### src/rtl/xeng_correction_applier.sv
// Subtracts buffered, scaled per-baseline corrections from raw X-engine words.
// Define CORR_SATURATE_EN to clamp results (flagged in err_o[3]) instead of wrapping.
module xeng_correction_applier #(
  parameter int SERIAL_ACC_LEN_BITS = 7,
  parameter int P_FACTOR_BITS       = 2,
  parameter int BITWIDTH            = 4,
  parameter int XENG_WIDTH          = 24,
  parameter int CORR_SHIFT          = 3,
  parameter int FIFO_DEPTH          = 32,
  localparam int CORR_WIDTH = P_FACTOR_BITS + SERIAL_ACC_LEN_BITS + BITWIDTH + 3
) (
  input  logic                         clk_i,
  input  logic                         rst_n_i,
  input  logic                         sync_i,
  input  logic                         corr_vld_i,
  input  logic signed [CORR_WIDTH-1:0] re_corr_i,
  input  logic signed [CORR_WIDTH-1:0] im_corr_i,
  input  logic                         corr_last_i,
  input  logic                         corr_buf_sel_i,
  input  logic                         din_vld_i,
  input  logic signed [XENG_WIDTH-1:0] din_re_i,
  input  logic signed [XENG_WIDTH-1:0] din_im_i,
  input  logic                         din_buf_sel_i,
  output logic                         dout_vld_o,
  output logic signed [XENG_WIDTH-1:0] dout_re_o,
  output logic signed [XENG_WIDTH-1:0] dout_im_o,
  output logic                         dout_last_o,
  output logic                         dout_buf_sel_o,
  output logic [3:0]                   err_o
);

  localparam int AW   = (FIFO_DEPTH > 1) ? $clog2(FIFO_DEPTH) : 1;
  localparam int CNTW = $clog2(FIFO_DEPTH + 1);
  localparam int EW   = 2 * CORR_WIDTH + 2;
  localparam int DW   = XENG_WIDTH + 1;

  localparam logic [1:0] ST_IDLE  = 2'd0;
  localparam logic [1:0] ST_ARMED = 2'd1;
  localparam logic [1:0] ST_RUN   = 2'd2;

  logic [1:0]      state_q, state_d;
  logic [EW-1:0]   mem_q [FIFO_DEPTH];
  logic [AW-1:0]   wr_ptr_q, wr_ptr_d, rd_ptr_q, rd_ptr_d;
  logic [CNTW-1:0] count_q, count_d;

  logic                  s1_vld_q, s1_vld_d;
  logic signed [DW-1:0]  s1_re_q, s1_re_d, s1_im_q, s1_im_d;
  logic                  s1_last_q, s1_last_d, s1_bsel_q, s1_bsel_d;

  logic                         dout_vld_q, dout_vld_d;
  logic [XENG_WIDTH-1:0]        dout_re_q, dout_re_d, dout_im_q, dout_im_d;
  logic                         dout_last_q, dout_last_d, dout_bsel_q, dout_bsel_d;
  logic [3:0]                   err_q, err_d;

  logic active, fifo_empty, fifo_full;
  logic push_req, push_real, pop, pop_real;
  logic underflow, overflow, mismatch, sat_evt;
  logic [EW-1:0] head, push_entry;
  logic signed [CORR_WIDTH-1:0] corr_re, corr_im;
  logic signed [DW-1:0] corr_re_ext, corr_im_ext, din_re_ext, din_im_ext;

  assign active     = (state_q != ST_IDLE);
  assign fifo_empty = (count_q == '0);
  assign fifo_full  = (count_q == CNTW'(FIFO_DEPTH));
  assign push_req   = active && corr_vld_i && !sync_i;
  assign pop        = active && din_vld_i;
  assign pop_real   = pop && !fifo_empty;
  assign push_real  = push_req && (!fifo_full || pop_real);
  assign underflow  = pop && fifo_empty;
  assign overflow   = push_req && fifo_full && !pop_real;
  assign head       = mem_q[rd_ptr_q];
  assign push_entry = {corr_buf_sel_i, corr_last_i, im_corr_i, re_corr_i};
  assign mismatch   = pop_real && (head[2*CORR_WIDTH+1] != din_buf_sel_i);

  // Control: state, FIFO pointers; sync flushes everything queued this cycle.
  always_comb begin
    state_d  = state_q;
    wr_ptr_d = wr_ptr_q;
    rd_ptr_d = rd_ptr_q;
    count_d  = count_q;
    case (state_q)
      ST_IDLE:  if (sync_i) state_d = ST_ARMED;
      ST_ARMED: if (sync_i) state_d = ST_ARMED;
                else if (din_vld_i) state_d = ST_RUN;
      ST_RUN:   if (sync_i) state_d = ST_ARMED;
      default:  state_d = ST_IDLE;
    endcase
    if (active && sync_i) begin
      wr_ptr_d = '0;
      rd_ptr_d = '0;
      count_d  = '0;
    end else begin
      if (push_real) wr_ptr_d = wr_ptr_q + AW'(1);
      if (pop_real)  rd_ptr_d = rd_ptr_q + AW'(1);
      case ({push_real, pop_real})
        2'b10:   count_d = count_q + CNTW'(1);
        2'b01:   count_d = count_q - CNTW'(1);
        default: count_d = count_q;
      endcase
    end
  end

  always_comb begin
    corr_re     = underflow ? '0 : head[CORR_WIDTH-1:0];
    corr_im     = underflow ? '0 : head[2*CORR_WIDTH-1:CORR_WIDTH];
    corr_re_ext = DW'(corr_re);
    corr_im_ext = DW'(corr_im);
    din_re_ext  = DW'(din_re_i);
    din_im_ext  = DW'(din_im_i);
    s1_vld_d    = pop;
    s1_re_q_hold: begin end
    s1_re_d     = pop ? (din_re_ext - (corr_re_ext <<< CORR_SHIFT)) : s1_re_q;
    s1_im_d     = pop ? (din_im_ext - (corr_im_ext <<< CORR_SHIFT)) : s1_im_q;
    s1_last_d   = pop ? (underflow ? 1'b0 : head[2*CORR_WIDTH]) : s1_last_q;
    s1_bsel_d   = pop ? (underflow ? din_buf_sel_i : head[2*CORR_WIDTH+1]) : s1_bsel_q;
  end

  // Stage 2 narrows the 25-bit difference back to the output width.
  always_comb begin
    dout_vld_d  = s1_vld_q;
    dout_re_d   = dout_re_q;
    dout_im_d   = dout_im_q;
    dout_last_d = dout_last_q;
    dout_bsel_d = dout_bsel_q;
    sat_evt     = 1'b0;
    if (s1_vld_q) begin
      dout_last_d = s1_last_q;
      dout_bsel_d = s1_bsel_q;
`ifdef CORR_SATURATE_EN
      if (s1_re_q[DW-1] != s1_re_q[DW-2]) begin
        dout_re_d = s1_re_q[DW-1] ? {1'b1, {(XENG_WIDTH-1){1'b0}}} : {1'b0, {(XENG_WIDTH-1){1'b1}}};
        sat_evt   = 1'b1;
      end else begin
        dout_re_d = s1_re_q[XENG_WIDTH-1:0];
      end
      if (s1_im_q[DW-1] != s1_im_q[DW-2]) begin
        dout_im_d = s1_im_q[DW-1] ? {1'b1, {(XENG_WIDTH-1){1'b0}}} : {1'b0, {(XENG_WIDTH-1){1'b1}}};
        sat_evt   = 1'b1;
      end else begin
        dout_im_d = s1_im_q[XENG_WIDTH-1:0];
      end
`else
      dout_re_d = s1_re_q[XENG_WIDTH-1:0];
      dout_im_d = s1_im_q[XENG_WIDTH-1:0];
`endif
    end
    err_d = err_q | {sat_evt, mismatch, overflow, underflow};
  end

  always_ff @(posedge clk_i) begin
    if (rst_n_i && push_real) mem_q[wr_ptr_q] <= push_entry;
  end

  always_ff @(posedge clk_i) begin
    if (!rst_n_i) begin
      state_q     <= ST_IDLE;
      wr_ptr_q    <= '0;
      rd_ptr_q    <= '0;
      count_q     <= '0;
      s1_vld_q    <= 1'b0;
      s1_re_q     <= '0;
      s1_im_q     <= '0;
      s1_last_q   <= 1'b0;
      s1_bsel_q   <= 1'b0;
      dout_vld_q  <= 1'b0;
      dout_re_q   <= '0;
      dout_im_q   <= '0;
      dout_last_q <= 1'b0;
      dout_bsel_q <= 1'b0;
      err_q       <= '0;
    end else begin
      state_q     <= state_d;
      wr_ptr_q    <= wr_ptr_d;
      rd_ptr_q    <= rd_ptr_d;
      count_q     <= count_d;
      s1_vld_q    <= s1_vld_d;
      s1_re_q     <= s1_re_d;
      s1_im_q     <= s1_im_d;
      s1_last_q   <= s1_last_d;
      s1_bsel_q   <= s1_bsel_d;
      dout_vld_q  <= dout_vld_d;
      dout_re_q   <= dout_re_d;
      dout_im_q   <= dout_im_d;
      dout_last_q <= dout_last_d;
      dout_bsel_q <= dout_bsel_d;
      err_q       <= err_d;
    end
  end

  assign dout_vld_o     = dout_vld_q;
  assign dout_re_o      = dout_re_q;
  assign dout_im_o      = dout_im_q;
  assign dout_last_o    = dout_last_q;
  assign dout_buf_sel_o = dout_bsel_q;
  assign err_o          = err_q;

endmodule
### config.mk
export PLATFORM = sky130hd
export DESIGN_NAME = xeng_correction_applier
export DESIGN_NICKNAME = d
export VERILOG_FILES = /design/src/rtl/xeng_correction_applier.sv
export SDC_FILE = /design/constraint.sdc
export NUM_CORES = 1
export LEC_CHECK = 0
export ABC_AREA = 1
export BUFFER_PORTS_ARGS = -buffer_cell sky130_fd_sc_hd__buf_2
export CAP_MARGIN = 5
export CORE_MARGIN = 4
export CORE_UTILIZATION = 28
export CTS_CLUSTER_DIAMETER = 30
export CTS_CLUSTER_SIZE = 12
export DETAILED_ROUTE_END_ITERATION = 8
export GPL_ROUTABILITY_DRIVEN = 0
export GPL_TIMING_DRIVEN = 0
export PLACE_DENSITY_LB_ADDON = 0.1
export SLEW_MARGIN = 20
export SYNTH_ARGS = -nofsm -noshare
export SYNTH_HDL_FRONTEND = slang
export SYNTH_SLANG_ARGS = --single-unit
### constraint.sdc
create_clock -name clk_i -period 7.5 [get_ports clk_i]
set_input_delay 0.75 -clock clk_i [delete_from_list [all_inputs] [get_ports clk_i]]
set_output_delay 0.75 -clock clk_i [all_outputs]
set_load 0.05 [all_outputs]
**After elaboration in Yosys (flattened, before gate mapping)**

Memory sizes are Yosys's and may differ from the RTL's. A register that Yosys moved wholly into a read port is not among the register bits.
Index checks and enable logic that the tools add are counted.

- Reductions and logical operators: 23
- Bitwise gates (word level): 2
- $add $sub $neg: 6
- Multiplexer cells: 13
- Equality and inequality tests: 8

Operator list:

| cell | number |
|---|---|
| $sub A24 B19 Y24 | 2 |
| $mux W16 | 2 |
| $pmux W6 S2 | 1 |
| $logic_and A1 B1 Y1 | 11 |
| $add A5 B1 Y5 const B | 2 |
| $mux W5 | 2 |
| $add A6 B1 Y6 const B | 1 |
| $eq A6 B6 Y1 const B | 1 |
| $logic_not A6 Y1 | 1 |
| $mux W2 | 3 |
| $sub A6 B1 Y6 const B | 1 |
| $eq A2 B1 Y1 const B | 2 |
| $eq A2 B2 Y1 const B | 2 |
| $logic_not A1 Y1 | 4 |
| $mux W1 | 4 |
| $or A4 B3 Y4 | 1 |
| $pmux W2 S2 | 1 |
| $reduce_bool A2 Y1 | 2 |
| $reduce_or A2 Y1 | 2 |
| $ne A3 B3 Y1 const B | 1 |
| $logic_not A2 Y1 | 1 |
| $ne A2 B1 Y1 const B | 1 |
| $reduce_and A2 Y1 | 1 |
| $logic_or A1 B1 Y1 | 1 |
| 2 further kinds | 2 |

- Logic and storage cells: 68
- Input port bits: 88
- Memory bits (writable): 1,088
- Output and inout port bits: 55
- Memories: 1
- Register bits after elaboration: 124

Memory list:

| name | words | bits a word | rd ports | clocked after Yosys merged registers in | wr ports | line | source |
|---|---|---|---|---|---|---|---|
| mem_q | 32 | 34 | 1 | 1 | 1 | 42 | `logic [EW-1:0] mem_q [FIFO_DEPTH];` |

**Longest topological paths before layout**

Gate-level depths: netlist of run 1.

- Depth after elaboration: 8
- Gate-level depth with buffers: 23
- Mapped depth without buffers: 20

**Worst setup path after synthesis of run 1**

OpenSTA, ideal clock, no wires.

- Path type: input to register
- Start point: input din_vld_i
- End point: memory mem_q[0][0] (netlist name), enable pin
- Data arrival time: 3,089 ps
- Setup slack: 3,986 ps
- Cell stages on the path: 8
- Data required time: 7,075 ps
- Cells stage by stage: inv_1 -> nor2_2 -> inv_2 -> nand3_1 -> nand2_1 -> nor2_1 -> nand2_1 -> nor2_1

- Word-level cells in the longest chain between the ends: 7

Ends and longest elaborated chain:

| what | line | source |
|---|---|---|
| from (decl) | 20 | `input logic din_vld_i,` |
| $logic_and A1 B1 Y1 | 66 | `assign pop = active && din_vld_i;` |
| $logic_and A1 B1 Y1 | 67 | `assign pop_real = pop && !fifo_empty;` |
| $logic_or A1 B1 Y1 | 68 | `assign push_real = push_req && (!fifo_full \|\| pop_real);` |
| $logic_and A1 B1 Y1 | 68 |  |
| $logic_and A1 B1 Y1 | 151 | `if (rst_n_i && push_real) mem_q[wr_ptr_q] <= push_entry;` |
| $mux W1 | 151 |  |
| $mux W1 (not written as such) | 151 |  |
| to (decl) | 42 |  |

Every way passes these cells.

==> results.py, run 1 <==
metrics = {
    "placed_design": {
        "portBuffers": 141,
        "place_worst_setup_slack_ns": 2.14,
        "post-dp-hpwl_um": 145000,
    },
    "sta": {
        "drv_slew": 0,
        "timing.slew.headroom_pct": 21.1,
        "fmax_ghz": 0.183,
        "hold_viol": 0,
        "grt_setup_unrepaired": "no",
        "worst_slew_pin_slew_ns": 1.18,
        "fin_ws_ns": 2.05,
        "fin_skew_ns": 0.0593,
        "fin_crit_sh_pct": 72.7,
        "setup_viol": 0,
        "timing.final.crit_period_ns": 5.45,
        "setup_tns_ns": 0,
    },
    "route": {
        "totalWireLength_um": 211000,
        "first_iter_violations": 3967,
        "antenna_left": 0,
        "drtPass1Iterations": 6,
        "drt-vias-per-instance": 5.16,
        "wl_per_cell_um": 29.5,
        "vias": 36863,
        "drc": 0,
    },
    "power": {
        "peakVddDrop_v": 0.000155,
        "p_clk_share_pct": 60.1,
        "p_comb_share_pct": 5.3,
        "pwr-share-seq_pct": 34.7,
        "p_int_uw": 16700,
        "power-per-cell-area_mw_per_mm2": 330,
        "swShare_pct": 22.5,
        "p_leak_uw": 0.0231,
        "power_switching_uw": 4840,
        "p_total_uw": 21500,
    },
    "grt": {
        "busiest_layer": "met2",
        "grt_use_met2_pct": 34.8,
        "met3_usage_pct": 4.02,
        "grt_pass1_vias": 35816,
        "grtUsageMet1_pct": 31.3,
        "track_usage_pct": 22.2,
        "grt_max_degree": 33,
        "grt_pass1_wl_um": 290000,
        "grt_overflow": 0,
        "antenna_found_initial": 19,
    },
    "logic_synthesis": {
        "ys_warn_count": 0,
        "synth_top_flop_cell": "edfxtp_1",
        "synth_edf_count": 1088,
        "synth_cells": 4031,
        "synth.cell_area_mm2": 0.0496,
        "ys_ff_latch": 1216,
        "ys_types": 47,
        "syn_nets": 4172,
        "synth.avg_cell_area_um2": 12.3,
        "yosysSeqAreaShare_pct": 71.1,
        "async_flop_share_pct": 0,
    },
    "setup_path": {
        "r2r-end": "s1_re_q[18]",
        "path_max_fanout": 10,
        "reg2reg_depth": 18,
        "crit_required_ns": 8.25,
        "critPathKind": "reg -> reg",
        "critPathCaptureType": "flip-flop",
        "cp-start-kind": "flip-flop",
        "rrSetupSlack_ns": 2.05,
        "worstPathArrival_ns": 6.20,
    },
    "min_path": {
        "min-delay-start": "din_re_i[1]",
        "holdPathStages": 3,
        "hold_path.class": "in -> reg",
        "hold_end": "s1_re_q[1]",
    },
    "layout": {
        "finalNetCount": 4712,
        "multi_input_area_mm2": 0.0127,
        "area_growth_pct": 31.7,
        "n_fill_cell": 17163,
        "layout_commonest_cell": "edfxtp_1",
        "seqCellArea_mm2": 0.0352,
        "drive_above_1_share_pct": 17.3,
        "final_cell_mix": "edfxtp_1 (1088), nor2_1 (694), o21ai_0 (599)",
    },
    "clocking": {
        "cts.reportedPaths.clkPinSlew_ns": 0.04,
        "cts_tree": "yes",
        "cts.sinks": 1216,
        "cts_resized": 0,
        "worstSkewPairLatency_ns": 0.89,
        "cts_root_buffer": "clkbuf_16",
        "postCtsSetupBuffers": 0,
        "cts_hold_buf": 0,
        "cts_max_path_buffers": 4,
        "cts_buffers": 320,
        "h-tree-depth": 5,
    },
    "status": {
        "outcome": "finished clean",
    },
    "die": {
        "start_util_pct": 28.1,
        "die_x_um": 429,
        "num_rows": 154,
        "die-height_um": 429,
        "core_mm2": 0.176,
        "die_area_mm2": 0.184,
        "io_pins": 143,
    },
    "job": {
        "max_cap_viol_count": 0,
    },
}
layout make-up:
type	count	share of cell area [%]
sequential	1216	54.0
multi-input combinational	2404	19.5
clock buffer	376	12.8
tap	2340	4.48
timing repair buffer	218	3.69
clock inverter	178	2.69
buffer	266	2.00
inverter	145	0.839
antenna	6	0.0230
layer usage:
metal	up-vias	share of wire [%]
li1	16177	-
met1	18737	45
met2	1549	45
met3	394	6.6
met4	6	3.0
met5	-	0.020
through the flow:
step	instance area [um2]	std cells	hold slack [ns]	utilization [%]
3_5_place_dp	55100	6589	0.444	31.3
2_1_floorplan	49600	4031	0.428	-
6_report	65300	7149	0.122	37.1
3_3_place_gp	53200	6512	0.448	30.2
4_1_cts	65300	7143	0.0699	37.1
5_1_grt	65300	7144	0.121	37.1
power by group through the flow:
stage	Clock, uW	Combinational [uW]	Sequential (uW)
2_1_floorplan	0	566	7610
3_3_place_gp	0	1130	7570
3_5_place_dp	0	1140	7570
4_1_cts	13100	1140	7460
5_1_grt	13500	1230	7460
6_report	12900	1140	7460
cell families after synthesis:
group                    share of synthesized area, %
buffers and inverters                            3.73
other                                         0.00757
AND/OR/NAND/NOR                                  10.1
AO/OA/AOI/OAI                                    13.1
flip-flops                                       71.1
XOR/XNOR                                        0.548
adder cells (fa/ha/maj)                          1.38
critical path, cell delays in order (launching register included):
cell and delay (ns):
dfxtp_1 0.31, buf_4 0.26, buf_2 0.53, clkbuf_1 0.79, o21ai_0 0.53, o221ai_1 0.33
o211ai_1 0.30, nand3_1 0.31, nand3_1 0.21, ha_1 0.46, a21oi_1 0.22, o21ai_0 0.10
nand2_1 0.08, nand2_1 0.06, a21oi_1 0.31, o21bai_1 0.15, xor2_1 0.16, o21ai_0 0.14
inv_1 0.05
flip-flops by register name, indices dropped and copies added, names as in the netlist, 5 cells and up, named ones only:
name / count
mem_q: 1088
dout_im_o: 24
dout_re_o: 24
s1_im_q: 24
s1_re_q: 24
count_q: 6
rd_ptr_q: 5
wr_ptr_q: 5
synth_stat cells, types with 2 or more instances:
cell type  instances  area, um2
edfxtp_1        1088      32700
o211ai_1          75        563
o221ai_1         181       1590
ha_1              50        626
o31ai_1            3       22.5
nor3_1             9       45.0
buf_6             20        225
o21ai_1           33        165
inv_2              5       18.8
clkbuf_1         153        574
fa_1               3       60.1
nand3_2            4       40.0
nand2_1          232        871
nor4_1            10       62.6
nor2_1           726       2730
nand3_1          226       1130
nor2_2             4       25.0
a31oi_1            2       12.5
clkinv_1           2       7.51
xnor2_1           11       96.3
xor2_1            20        175
a21oi_1          103        515
o21ai_0          599       3000
buf_1              8       30.0
dfxtp_1          128       2560
inv_1            136        510
buf_4             18        135
a21boi_0           4       30.0
buf_2             65        325
o22ai_1           69        432
clkbuf_2           2       10.0
a21o_1             5       37.5
o21bai_1           9       67.6
nand4_1           12       75.1
a211oi_1           4       30.0
worst max path at each step:
stage                     startpoint           end  slack [ns]  cells after the start
after global routing       flip-flop   s1_im_q[18]        1.85                     16
after CTS                  flip-flop   s1_im_q[18]        2.10                     16
final                      flip-flop   s1_re_q[18]        2.05                     18
after floorplan            din_vld_i   mem_q[0][0]        3.99                      8
after detailed placement   flip-flop   s1_im_q[18]        2.14                     16
after global placement     din_vld_i  mem_q[16][7]       -0.28                      9
No activity file was read; power rests on OpenSTA's default activity.
==> run 2, diff against run 1 <==
==> constraint.sdc (replaced) <==
create_clock -name clk_i -period 5.6 [get_ports clk_i]
set_input_delay 0.56 -clock clk_i [delete_from_list [all_inputs] [get_ports clk_i]]
set_output_delay 0.56 -clock clk_i [all_outputs]
set_load 0.05 [all_outputs]
==> run 2 against run 1 <==
Against the previous run: core utilization barely moved; combinational power increased by 34%; fmax barely moved; largest power group unchanged.
==> results.py, run 2 (synthesized netlist as in run 1, its figures left out) <==
metrics = {
    "setup_path": {
        "cp-start-kind": "flip-flop",
        "worstPathArrival_ns": 6.19,
        "rrSetupSlack_ns": 0.15,
        "r2r-end": "s1_re_q[18]",
        "reg2reg_depth": 18,
        "crit_required_ns": 6.34,
        "path_max_fanout": 10,
        "critPathCaptureType": "flip-flop",
        "critPathKind": "reg -> reg",
    },
    "sta": {
        "hold_viol": 0,
        "fin_skew_ns": 0.0616,
        "timing.final.crit_period_ns": 5.45,
        "fmax_ghz": 0.183,
        "setup_viol": 0,
        "timing.slew.headroom_pct": 18.4,
        "fin_crit_sh_pct": 97.3,
        "drv_slew": 0,
        "worst_slew_pin_slew_ns": 1.22,
        "setup_tns_ns": 0,
    },
    "die": {
        "start_util_pct": 28.1,
        "die-height_um": 429,
        "die_x_um": 429,
        "num_rows": 154,
        "die_area_mm2": 0.184,
        "core_mm2": 0.176,
        "io_pins": 143,
    },
    "route": {
        "drt-vias-per-instance": 5.16,
        "totalWireLength_um": 211000,
        "antenna_left": 0,
        "drc": 0,
        "vias": 36933,
        "wl_per_cell_um": 29.5,
        "drtPass1Iterations": 6,
        "first_iter_violations": 4015,
    },
    "grt": {
        "grt_pass1_wl_um": 290000,
        "antenna_found_initial": 19,
        "grt_pass1_vias": 35861,
        "grt_overflow": 0,
        "grt_max_degree": 33,
        "track_usage_pct": 22.2,
    },
    "clocking": {
        "cts_tree": "yes",
        "postCtsSetupBuffers": 0,
        "cts_resized": 0,
        "cts.reportedPaths.clkPinSlew_ns": 0.04,
        "cts_buffers": 320,
        "cts.sinks": 1216,
        "worstSkewPairLatency_ns": 0.89,
        "cts_max_path_buffers": 4,
        "cts_root_buffer": "clkbuf_16",
        "h-tree-depth": 5,
    },
    "power": {
        "p_leak_uw": 0.0231,
        "power-per-cell-area_mw_per_mm2": 441,
        "peakVddDrop_v": 0.000209,
    },
    "min_path": {
        "min-delay-start": "din_buf_sel_i",
        "hold_end": "err_o[2]",
        "holdPathStages": 4,
        "hold_path.class": "in -> reg",
    },
    "placed_design": {
        "post-place-cells": 6589,
        "portBuffers": 141,
        "post-dp-hpwl_um": 145000,
    },
    "layout": {
        "area_growth_pct": 31.9,
        "regMostFlops": "mem_q",
        "finalNetCount": 4720,
        "stdcell_count": 7155,
        "drive_above_1_share_pct": 17.3,
        "layout_commonest_cell": "edfxtp_1",
        "largest_reg_flops": 1088,
        "final_cell_mix": "edfxtp_1 (1088), nor2_1 (694), o21ai_0 (599)",
    },
    "job": {
        "max_cap_viol_count": 0,
    },
    "status": {
        "outcome": "finished clean",
    },
}
==> run 2: cell types whose count changed in the layout (fill, tap and decap cells not counted) <==
cell,before,now
diode_2,6,4
dlygate4sd3_1,0,9
clkbuf_1,195,194
==> run 2: timing repair <==
action	in CTS	in global routing
setup endpoints to repair	0	1
hold buffers	9	0
hold endpoints to repair	8	0
==> run 2: per-stage QoR <==
step	utilization (%)	setup slack (ns)	cell area (um2)	hold WS, ns	total power, uW
after floorplan	-	2.28	49600	0.428	11000
after global placement	30.2	-1.99	53200	0.448	11700
after detailed placement	31.3	0.238	55100	0.444	11700
after CTS	37.1	0.204	65400	0.0350	29000
after global routing	37.1	-0.00249	65400	0.0940	29700
final	37.1	0.149	65400	0.0969	28800
==> run 2: worst max-delay path, stage by stage, from the launching register on <==
cell and delay (ns):
dfxtp_1 0.31, buf_4 0.25, buf_2 0.53, clkbuf_1 0.79, o21ai_0 0.51, o221ai_1 0.32
o211ai_1 0.30, nand3_1 0.32, nand3_1 0.23, ha_1 0.46, a21oi_1 0.22, o21ai_0 0.10
nand2_1 0.08, nand2_1 0.06, a21oi_1 0.31, o21bai_1 0.15, xor2_1 0.16, o21ai_0 0.14
inv_1 0.05
==> run 2: how the worst max path moves through the flow <==
| stage | end | cells past startpoint |
|---|---|---|
| CTS | s1_im_q[18] | 16 |
| global route | s1_re_q[16] | 16 |
| floorplan | mem_q[0][0] | 8 |
| detailed placement | s1_im_q[18] | 16 |
| finish | s1_re_q[18] | 18 |
| global placement | mem_q[16][7] | 9 |
==> run 2: where the power goes <==
group          total [uW]  switching [uW]  internal (uW)
combinational        1530            1140            386
clock               17300            5310          12000
sequential           9990            27.3           9970
total               28800            6480          22400
==> run 2: per-layer routing <==
metal	global-route usage [%]	part of all wire, %	vias up
met4	6.92	3.0	6
met5	0	0.020	-
met1	31.3	45	18893
met3	4.01	6.4	388
li1	-	-	16185
met2	34.8	45	1461
==> run 2: layout make-up <==
type,count,area [um2]
fill,17156,111000
sequential,1216,35200
multi-input combinational,2404,12700
clock buffer,376,8380
tap,2340,2930
timing repair buffer,227,2500
clock inverter,178,1760
buffer,265,1300
inverter,145,548
antenna,4,10.0
